==> config.mk <==
export PLATFORM = sky130hd
export DESIGN_NAME = parity_stream_xor_flat
export DESIGN_NICKNAME = d
export VERILOG_FILES = /design/src/rtl/parity_stream_xor_pkg.sv /design/src/rtl/parity_stream_xor_if.sv /design/src/rtl/parity_stream_xor_xor_reduce.sv /design/src/rtl/parity_stream_xor.sv /design/src/flat_wrapper.sv
export SDC_FILE = /design/constraint.sdc
export NUM_CORES = 1
export LEC_CHECK = 0
export BUFFER_PORTS_ARGS = -buffer_cell sky130_fd_sc_hd__buf_2
export CAP_MARGIN = 15
export CORE_MARGIN = 2
export CORE_UTILIZATION = 35
export CTS_CLUSTER_SIZE = 28
export DETAILED_ROUTE_END_ITERATION = 12
export GPL_TIMING_DRIVEN = 0
export SLEW_MARGIN = 15
export SYNTH_ARGS = -nofsm -noshare
export SYNTH_HDL_FRONTEND = slang
export SYNTH_HIERARCHICAL = 1
export SYNTH_SLANG_ARGS = --single-unit
==> constraint.sdc <==
create_clock -name clk -period 2.3 [get_ports clk]
set_input_delay 0.115 -clock clk [delete_from_list [all_inputs] [get_ports clk]]
set_output_delay 0.115 -clock clk [all_outputs]
set_load 0.005 [all_outputs]
==> src/rtl/parity_stream_xor_pkg.sv <==
// Shared types and constants for the parity/XOR frame accumulator.
package parity_pkg;

    // Frame tracking: idle between frames, accumulating once a non-last word is in.
    typedef enum logic [0:0] {
        S_IDLE  = 1'b0,
        S_ACCUM = 1'b1
    } state_e;

    localparam int unsigned DEFAULT_WIDTH     = 8;
    localparam int unsigned DEFAULT_MAX_WORDS = 255;

    // Parity mode encoding as seen on odd_mode.
    localparam logic EVEN = 1'b0;
    localparam logic ODD  = 1'b1;

endpackage

==> src/rtl/parity_stream_xor_if.sv <==
// Word-stream input and frame-result output bundle for parity_stream_xor.
interface parity_stream_xor_if
    import parity_pkg::*;
#(
    parameter int unsigned WIDTH     = DEFAULT_WIDTH,
    parameter int unsigned MAX_WORDS = DEFAULT_MAX_WORDS
) ();

    localparam int unsigned CNT_W = $clog2(MAX_WORDS + 1);

    // Word stream
    logic             in_valid;
    logic             in_ready;
    logic [WIDTH-1:0] in_data;
    logic             in_last;
    logic             odd_mode;

    // Frame result
    logic             res_valid;
    logic             res_ready;
    logic [WIDTH-1:0] res_xor;
    logic             res_parity;
    logic [CNT_W-1:0] res_count;
    logic             res_ovf;

    // Source of words / sink of results (testbench or lab top level).
    modport master (
        output in_valid,
        input  in_ready,
        output in_data,
        output in_last,
        output odd_mode,
        input  res_valid,
        output res_ready,
        input  res_xor,
        input  res_parity,
        input  res_count,
        input  res_ovf
    );

    // The accumulator itself.
    modport slave (
        input  in_valid,
        output in_ready,
        input  in_data,
        input  in_last,
        input  odd_mode,
        output res_valid,
        input  res_ready,
        output res_xor,
        output res_parity,
        output res_count,
        output res_ovf
    );

endinterface

==> src/rtl/parity_stream_xor_xor_reduce.sv <==
// N-input XOR reduction; the generalised form of the lab's two-input XOR.
module xor_reduce #(
    parameter int unsigned WIDTH = 8
) (
    input  logic [WIDTH-1:0] data,
    output logic             red
);

    // Fold every bit into a single parity bit.
    always_comb begin
        red = 1'b0;
        for (int unsigned i = 0; i < WIDTH; i++) begin
            red = red ^ data[i];
        end
    end

endmodule

==> src/rtl/parity_stream_xor.sv <==
// Frame-level XOR checksum and parity accumulator with a registered
// valid/ready result port. One result is published per in_last word.
module parity_stream_xor
    import parity_pkg::*;
#(
    parameter int unsigned WIDTH     = DEFAULT_WIDTH,
    parameter int unsigned MAX_WORDS = DEFAULT_MAX_WORDS
) (
    input logic                clk,
    input logic                rst_n,
    parity_stream_xor_if.slave bus
);

    localparam int unsigned      CNT_W   = $clog2(MAX_WORDS + 1);
    localparam logic [CNT_W-1:0] CNT_MAX = CNT_W'(MAX_WORDS);
    localparam logic [CNT_W-1:0] CNT_ONE = CNT_W'(1);

    // Frame-in-progress state
    state_e           state_q, state_d;
    logic [WIDTH-1:0] acc_q, acc_d;
    logic [CNT_W-1:0] cnt_q, cnt_d;
    logic             ovf_q, ovf_d;
    logic             mode_q, mode_d;

    // Result register
    logic             res_valid_q, res_valid_d;
    logic [WIDTH-1:0] res_xor_q, res_xor_d;
    logic             res_parity_q, res_parity_d;
    logic [CNT_W-1:0] res_count_q, res_count_d;
    logic             res_ovf_q, res_ovf_d;

    // Frame totals including the word being accepted this cycle
    logic [WIDTH-1:0] fin_acc;
    logic [CNT_W-1:0] fin_cnt;
    logic             fin_ovf;
    logic             fin_mode;
    logic             fin_red;

    logic in_ready;
    logic accept;
    logic consume;

    // No skid buffer: a pending result blocks input unless it leaves this cycle.
    assign in_ready = !res_valid_q || bus.res_ready;
    assign accept   = bus.in_valid && in_ready;
    assign consume  = res_valid_q && bus.res_ready;

    // Fold the incoming word into the running frame; a first word restarts it.
    always_comb begin
        fin_acc  = bus.in_data;
        fin_cnt  = CNT_ONE;
        fin_ovf  = 1'b0;
        fin_mode = bus.odd_mode;
        if (state_q == S_ACCUM) begin
            fin_acc  = acc_q ^ bus.in_data;
            fin_cnt  = (cnt_q == CNT_MAX) ? CNT_MAX : cnt_q + CNT_ONE;
            fin_ovf  = ovf_q || (cnt_q == CNT_MAX);
            fin_mode = mode_q;
        end
    end

    xor_reduce #(
        .WIDTH (WIDTH)
    ) u_xor_reduce (
        .data (fin_acc),
        .red  (fin_red)
    );

    // Next-state: accumulate non-last words, publish and clear on the last one.
    always_comb begin
        state_d      = state_q;
        acc_d        = acc_q;
        cnt_d        = cnt_q;
        ovf_d        = ovf_q;
        mode_d       = mode_q;
        res_valid_d  = res_valid_q;
        res_xor_d    = res_xor_q;
        res_parity_d = res_parity_q;
        res_count_d  = res_count_q;
        res_ovf_d    = res_ovf_q;

        if (consume) begin
            res_valid_d = 1'b0;
        end

        if (accept) begin
            if (bus.in_last) begin
                // A publish in the same cycle as a consume overwrites without a bubble.
                res_valid_d  = 1'b1;
                res_xor_d    = fin_acc;
                res_parity_d = fin_red ^ (fin_mode == ODD);
                res_count_d  = fin_cnt;
                res_ovf_d    = fin_ovf;
                state_d      = S_IDLE;
                acc_d        = '0;
                cnt_d        = '0;
                ovf_d        = 1'b0;
                mode_d       = EVEN;
            end else begin
                state_d = S_ACCUM;
                acc_d   = fin_acc;
                cnt_d   = fin_cnt;
                ovf_d   = fin_ovf;
                mode_d  = fin_mode;
            end
        end
    end

    // State and result registers; reset discards any partial frame or pending result.
    always_ff @(posedge clk or negedge rst_n) begin
        if (!rst_n) begin
            state_q      <= S_IDLE;
            acc_q        <= '0;
            cnt_q        <= '0;
            ovf_q        <= 1'b0;
            mode_q       <= EVEN;
            res_valid_q  <= 1'b0;
            res_xor_q    <= '0;
            res_parity_q <= 1'b0;
            res_count_q  <= '0;
            res_ovf_q    <= 1'b0;
        end else begin
            state_q      <= state_d;
            acc_q        <= acc_d;
            cnt_q        <= cnt_d;
            ovf_q        <= ovf_d;
            mode_q       <= mode_d;
            res_valid_q  <= res_valid_d;
            res_xor_q    <= res_xor_d;
            res_parity_q <= res_parity_d;
            res_count_q  <= res_count_d;
            res_ovf_q    <= res_ovf_d;
        end
    end

    assign bus.in_ready   = in_ready;
    assign bus.res_valid  = res_valid_q;
    assign bus.res_xor    = res_xor_q;
    assign bus.res_parity = res_parity_q;
    assign bus.res_count  = res_count_q;
    assign bus.res_ovf    = res_ovf_q;

endmodule
==> src/flat_wrapper.sv <==
// flat-port wrapper written by rule: the top's interface ports become plain ports
module parity_stream_xor_flat import parity_pkg::*;
#(
    parameter int unsigned WIDTH     = DEFAULT_WIDTH,
    parameter int unsigned MAX_WORDS = DEFAULT_MAX_WORDS
)
  (clk, rst_n, bus_in_valid, bus_in_ready, bus_in_data, bus_in_last, bus_odd_mode, bus_res_valid, bus_res_ready, bus_res_xor, bus_res_parity, bus_res_count, bus_res_ovf);
  parity_stream_xor_if #(.WIDTH(WIDTH), .MAX_WORDS(MAX_WORDS)) bus_i ();
  input logic clk;
  input logic rst_n;
  input wire logic [$bits(bus_i.in_valid)-1:0] bus_in_valid;
  output wire logic [$bits(bus_i.in_ready)-1:0] bus_in_ready;
  input wire logic [$bits(bus_i.in_data)-1:0] bus_in_data;
  input wire logic [$bits(bus_i.in_last)-1:0] bus_in_last;
  input wire logic [$bits(bus_i.odd_mode)-1:0] bus_odd_mode;
  output wire logic [$bits(bus_i.res_valid)-1:0] bus_res_valid;
  input wire logic [$bits(bus_i.res_ready)-1:0] bus_res_ready;
  output wire logic [$bits(bus_i.res_xor)-1:0] bus_res_xor;
  output wire logic [$bits(bus_i.res_parity)-1:0] bus_res_parity;
  output wire logic [$bits(bus_i.res_count)-1:0] bus_res_count;
  output wire logic [$bits(bus_i.res_ovf)-1:0] bus_res_ovf;
  assign bus_i.in_valid = bus_in_valid;
  assign bus_in_ready = bus_i.in_ready;
  assign bus_i.in_data = bus_in_data;
  assign bus_i.in_last = bus_in_last;
  assign bus_i.odd_mode = bus_odd_mode;
  assign bus_res_valid = bus_i.res_valid;
  assign bus_i.res_ready = bus_res_ready;
  assign bus_res_xor = bus_i.res_xor;
  assign bus_res_parity = bus_i.res_parity;
  assign bus_res_count = bus_i.res_count;
  assign bus_res_ovf = bus_i.res_ovf;
  parity_stream_xor #(.WIDTH(WIDTH), .MAX_WORDS(MAX_WORDS)) u_core (.clk(clk), .rst_n(rst_n), .bus(bus_i));
endmodule
## Yosys cells after proc, flatten, opt, wreduce, memory -nomap -nowiden

Cells that the tools add are included.

| storage, ports and cells | value |
|---|---|
| flip-flop bits (word level) | 38 |
| input port bits | 14 |
| output and inout bits | 20 |
| word-level logic and storage cells | 40 |

| operators by class | value |
|---|---|
| $add $sub $neg | 1 |
| eq/ne operators | 1 |
| multiplexer cells | 13 |
| bitwise logic cells | 9 |
| reduce and logical (&&, ||, !) cells | 6 |

Operators by type and width:

| cell | number |
|---|---|
| 8-bit two-way mux | 5 |
| 8-bit by 1-bit adder with 8-bit output, second input constant | 1 |
| 8-bit == test, second input constant | 1 |
| 1-bit two-way mux | 8 |
| 1-bit XOR | 8 |
| 8-bit XOR | 1 |
| 1-bit logical AND | 2 |
| 1-bit logical OR | 2 |
| 2-bit AND reduction | 1 |
| 1-bit logical NOT | 1 |

## Longest topological paths before layout

| logic depth | value |
|---|---|
| depth after elaboration | 10 |
| depth in mapped cells | 10 |
| gate-level depth less buffers | 8 |

## Cells and area by module

The synthesis kept the hierarchy.

Modules (own cells, without submodules):

| module | instances | cells each | area an instance (sq um) | sequential area each (sq um) |
|---|---|---|---|---|
| parity_stream_xor | 1 | 193 | 1794.2 | 950.9 |
| xor_reduce | 1 | 7 | 61.3 | 0.0 |

## Least setup slack after synthesis

Ideal clock, no wire load.

| timing | value |
|---|---|
| path type | flip-flop to flip-flop |
| from | register u_core.state_q |
| to | register u_core.res_parity_q (netlist: u_core/bus.res_parity) |
| library setup time | 0.128 ns |
| arrival | 1.625 ns |
| data required time | 2.172 ns |
| path slack | 0.547 ns |
| cell stages (with the launch flop) | 11 |
| path buffers | 2 |
| clock period less this slack | 1.753 ns |
| cell sequence | dfrtp_1 -> buf_4 -> buf_2 -> nand2_1 -> xor2_1 -> inv_1 -> xnor2_1 -> xnor2_1 -> xnor2_1 -> xor2_1 -> o21ai_0 |

| on the way | value |
|---|---|
| elaborated cells between the ends (all ways) | 10 |
| those cells by class | mux: 2; bitwise: 8 |

RTL lines:

| what | RTL line | source |
|---|---|---|
| start: declaration | parity_stream_xor.sv:19 | `state_e state_q, state_d;` |
| start signal: assignment | parity_stream_xor.sv:123 | `state_q <= state_d;` |
| 8-bit two-way mux | parity_stream_xor.sv:54 | `if (state_q == S_ACCUM) begin` |
| via u_core.fin_acc[4] | parity_stream_xor.sv:33 | `logic [WIDTH-1:0] fin_acc;` |
| 1-bit XOR (4 in series) | parity_stream_xor_xor_reduce.sv:13 | `red = red ^ data[i];` |
| via u_core.fin_red | parity_stream_xor.sv:37 | `logic fin_red;` |
| 1-bit XOR | parity_stream_xor.sv:91 | `res_parity_d = fin_red ^ (fin_mode == ODD);` |
| end signal: assignment | parity_stream_xor.sv:130 | `res_parity_q <= res_parity_d;` |
| end: declaration | parity_stream_xor.sv:28 | `logic res_parity_q, res_parity_d;` |

The timed path passes the listed nets, and every way through them passes these cells.
A chain may end at the register's enable or synchronous reset.

## Final worst setup path

| timing | value |
|---|---|
| from | register u_core.state_q |
| to | register u_core.res_parity_q (netlist: u_core/bus.res_parity) |

| on the way | value |
|---|---|
| elaborated cells between the ends (all ways) | 10 |
| those cells by class | mux: 2; bitwise: 8 |

RTL lines:

| what | RTL line |
|---|---|
| 8-bit two-way mux | parity_stream_xor.sv:54 |
| via u_core.fin_acc[6] | parity_stream_xor.sv:33 |
| 1-bit XOR (2 in series) | parity_stream_xor_xor_reduce.sv:13 |
| via u_core.fin_red | parity_stream_xor.sv:37 |
| 1-bit XOR | parity_stream_xor.sv:91 |

The timed path passes the listed nets, and every way through them passes these cells.

==> metrics <==
status complete, no violations; initial drt markers 70; fillcell total about 530; Clock transition at path regs ~0.070 ns; post_cts resized 0; Leak around 1.1 nW; RSZ-0062 raised after global routing no; Worst-Skew Late Latency ~0.28 ns; setup_tns 0 ns; arrival time at the worst endpoint 2.14 ns; Clock Skews between 0.005 and 0.006 ns; TritonCTS Sinks 38; vias in the first global route roughly 1.5k; HPWL Detailed 2750 microns; fin. max-slew vios 0; DRT Pass-1 Iters 4; total power around 0.0016 W; Slew HR 43.3%; # H-tree levels 2; top cells by area, synth dfrtp_1 51%, nand2_1 8.9%, o21ai_0 7.6%; global-route usage over all layers roughly 14%; critical path required time 2.47 ns; Post-Syn Instances 200; synthesized net count approximately 220; largest net degree at the start of global routing 39; area leader, netlist dfrtp_1; Warnings, synthesis 6; EDFF count, synth 0; Worst Max-Slew Pin Slew approximately 0.85 ns; routed wire length ~3900 microns; initial antenna violation count 0; multi-input logic area just over 800 sq um; die area ~5900 sq um; asr flop ratio synth 100%; post-synthesis sequential area ratio about half; Worst VDD drop 271 uV; M2 GR Usage approximately a quarter; Placer Congestion a little over 0.7; Setup violations, final 0; Max Root-Sink Buffers 2; CP max FO 10; Avg WL per Cell ~12 microns; number of buffers created by CTS 5; die height between 70 and 80 microns; Initial Utilization between 30 and 40%; core area around 5000 sq um; share of the synthesized area in the top cell type between 50 and 60%; Worst Hold Class primary input to flip-flop; Power Dens Cells ~720 nW/um^2; max cap viols 0; layout cells sized above 1 a little under a quarter; vias per cell 4.65; met3 Use GR approximately 3.5%; fmax a little over 500 MHz; Hold Slack 0.0743 ns; most common flop cell mapped by yosys dfrtp_1; DP Area approximately 2100 sq um; mapped cell area around 1900 sq um; Mapped Avg Cell Area a little over 9 sq um; num ports 34; Setup CP Type flip-flop to flip-flop; Startpoint Class flip-flop; Seq cells post-synth 38; CTS tree built; post-route cell area between 2000 and 2500 sq um; Buffers on Ports 33; clk root buf clkbuf_8; chip width 76.8 microns; distinct cell type count after synthesis 37; n_diodes 0; post-route ant nets 0; Critical Path End Type flip-flop; first-pass GRT wire length roughly 6700 microns; met1 usage 18.3%; std cell rows 26; # DRC 0; gr ovfl total 0; vias 1450; synthesis-to-layout area growth 19.3%; final period demand of the worst path 1.97 ns; busiest grt layer met2; Fin. Hold Viols 0; Reg area about 950 sq um; Final period util around 86%; Final Net Count 256
==> metal layers <==
metal	wire, microns	part of all wire [%]
met1	1900	49
met2	1850	48
met3	124	3.2
met4	0	0
met5	0	0
==> worst max-delay path: stages (launching register included) <==
cell and delay (ns):
dfrtp_1 0.36, buf_4 0.16, buf_2 0.18, nand2_1 0.09, xor2_1 0.21, inv_1 0.08, xnor2_1 0.13, xnor2_1 0.22
xnor2_1 0.16, xor2_1 0.17, o21ai_0 0.08
==> sequential cells by signal (all words and copies together) (netlist names) <==
signal and count:
u_core/acc_q 8, u_core/bus.res_count 8, u_core/bus.res_ovf 1, u_core/bus.res_parity 1, u_core/bus.res_valid 1, u_core/bus.res_xor 8
u_core/cnt_q 8, u_core/mode_q 1, u_core/ovf_q 1, u_core/state_q 1
==> cells in the mapped netlist (3+ instances only) <==
library cell,instances
nand3_1,3
nor2_1,7
dfrtp_1,38
buf_2,5
a21oi_1,10
xnor2_1,6
and2_1,3
inv_1,8
o21ai_0,28
o21ai_1,5
xor2_1,11
nand2_1,44
==> power by group <==
part / leakage, nW / total, W / switching [W] / internal [W]
Clock: 0.0472 / 0.000473 / 0.000232 / 0.000241
Combinational: 0.531 / 0.000331 / 0.000185 / 0.000146
Sequential: 0.500 / 0.000780 / 0.0000388 / 0.000741
Total: 1.08 / 0.00158 / 0.000456 / 0.00113
==> metrics by stage <==
| stage | utilization (%) | setup slack [ns] | cells |
|---|---|---|---|
| after floorplan | - | 0.547 | 200 |
| after global placement | 41.3 | 0.333 | 303 |
| after detailed placement | 41.3 | 0.309 | 303 |
| after CTS | 43.3 | 0.295 | 312 |
| after global routing | 43.3 | 0.0952 | 312 |
| final | 43.3 | 0.332 | 312 |
==> layout by cell type, fill, tap and decap left out, drive strengths merged <==
| master | instances |
|---|---|
| inv | 8 |
| a31oi | 2 |
| a311oi | 1 |
| or2 | 1 |
| nand4b | 1 |
| nand4 | 2 |
| nor2b | 2 |
| mux2i | 1 |
| o22a | 1 |
| o21ai | 35 |
| a22oi | 1 |
| dfrtp | 38 |
| a21boi | 1 |
| ha | 1 |
| clkinvlp | 1 |
| dlygate4sd3 | 1 |
| a2bb2oi | 1 |
| nand2 | 44 |
| xnor2 | 6 |
| and2 | 3 |
| buf | 41 |
| and4 | 2 |
| a21oi | 10 |
| nand2b | 2 |
| nor2 | 7 |
| nand3 | 3 |
| and3 | 4 |
| clkbuf | 8 |
| xor2 | 11 |
| clkinv | 1 |
| a22o | 2 |
==> final timing paths <==
check                                        end                  start  depth (start not counted)  slack (ns)
max                        u_core/bus.res_parity         u_core/state_q                         10        0.33
min                                u_core/mode_q            bus_in_last                          2        0.07
max reg2reg                u_core/bus.res_parity         u_core/state_q                         10        0.33
min reg2reg                u_core/bus.res_xor[3]  u_core/bus.res_xor[3]                          2        0.48
max in group asynchronous   u_core/bus.res_valid                  rst_n                          2        1.29
min in group asynchronous        u_core/acc_q[7]                  rst_n                          2        0.48
==> logic make-up (layout without fill, tap and decap cells) <==
family	count (synthesis)	count (layout)	share of synthesized area [%]
AO/OA/AOI/OAI	54	54	16.4
flip-flops	38	38	51.2
adder cells (fa/ha/maj)	1	1	0.674
buffers and inverters	18	60	4.85
AND/OR/NAND/NOR	71	71	18.3
XOR/XNOR	17	17	8.02
multiplexers	1	1	0.539
==> what timing repair did <==
action / 4_1_cts / 5_1_grt
hold buffers: 1 / 0
setup buffers: 0 / 0
endpoints found under the hold margin: 38 / 0
==> final cells by class <==
class | instances | share of cell area, %
Tap cell | 70 | 3.96
Sequential cell | 38 | 43.0
Clock buffer | 6 | 3.73
Inverter | 8 | 1.36
Multi-Input combinational cell | 144 | 36.8
Timing Repair Buffer | 34 | 7.91
Clock inverter | 2 | 0.565
Buffer | 10 | 2.71
Power figures use the tool's default switching activity.
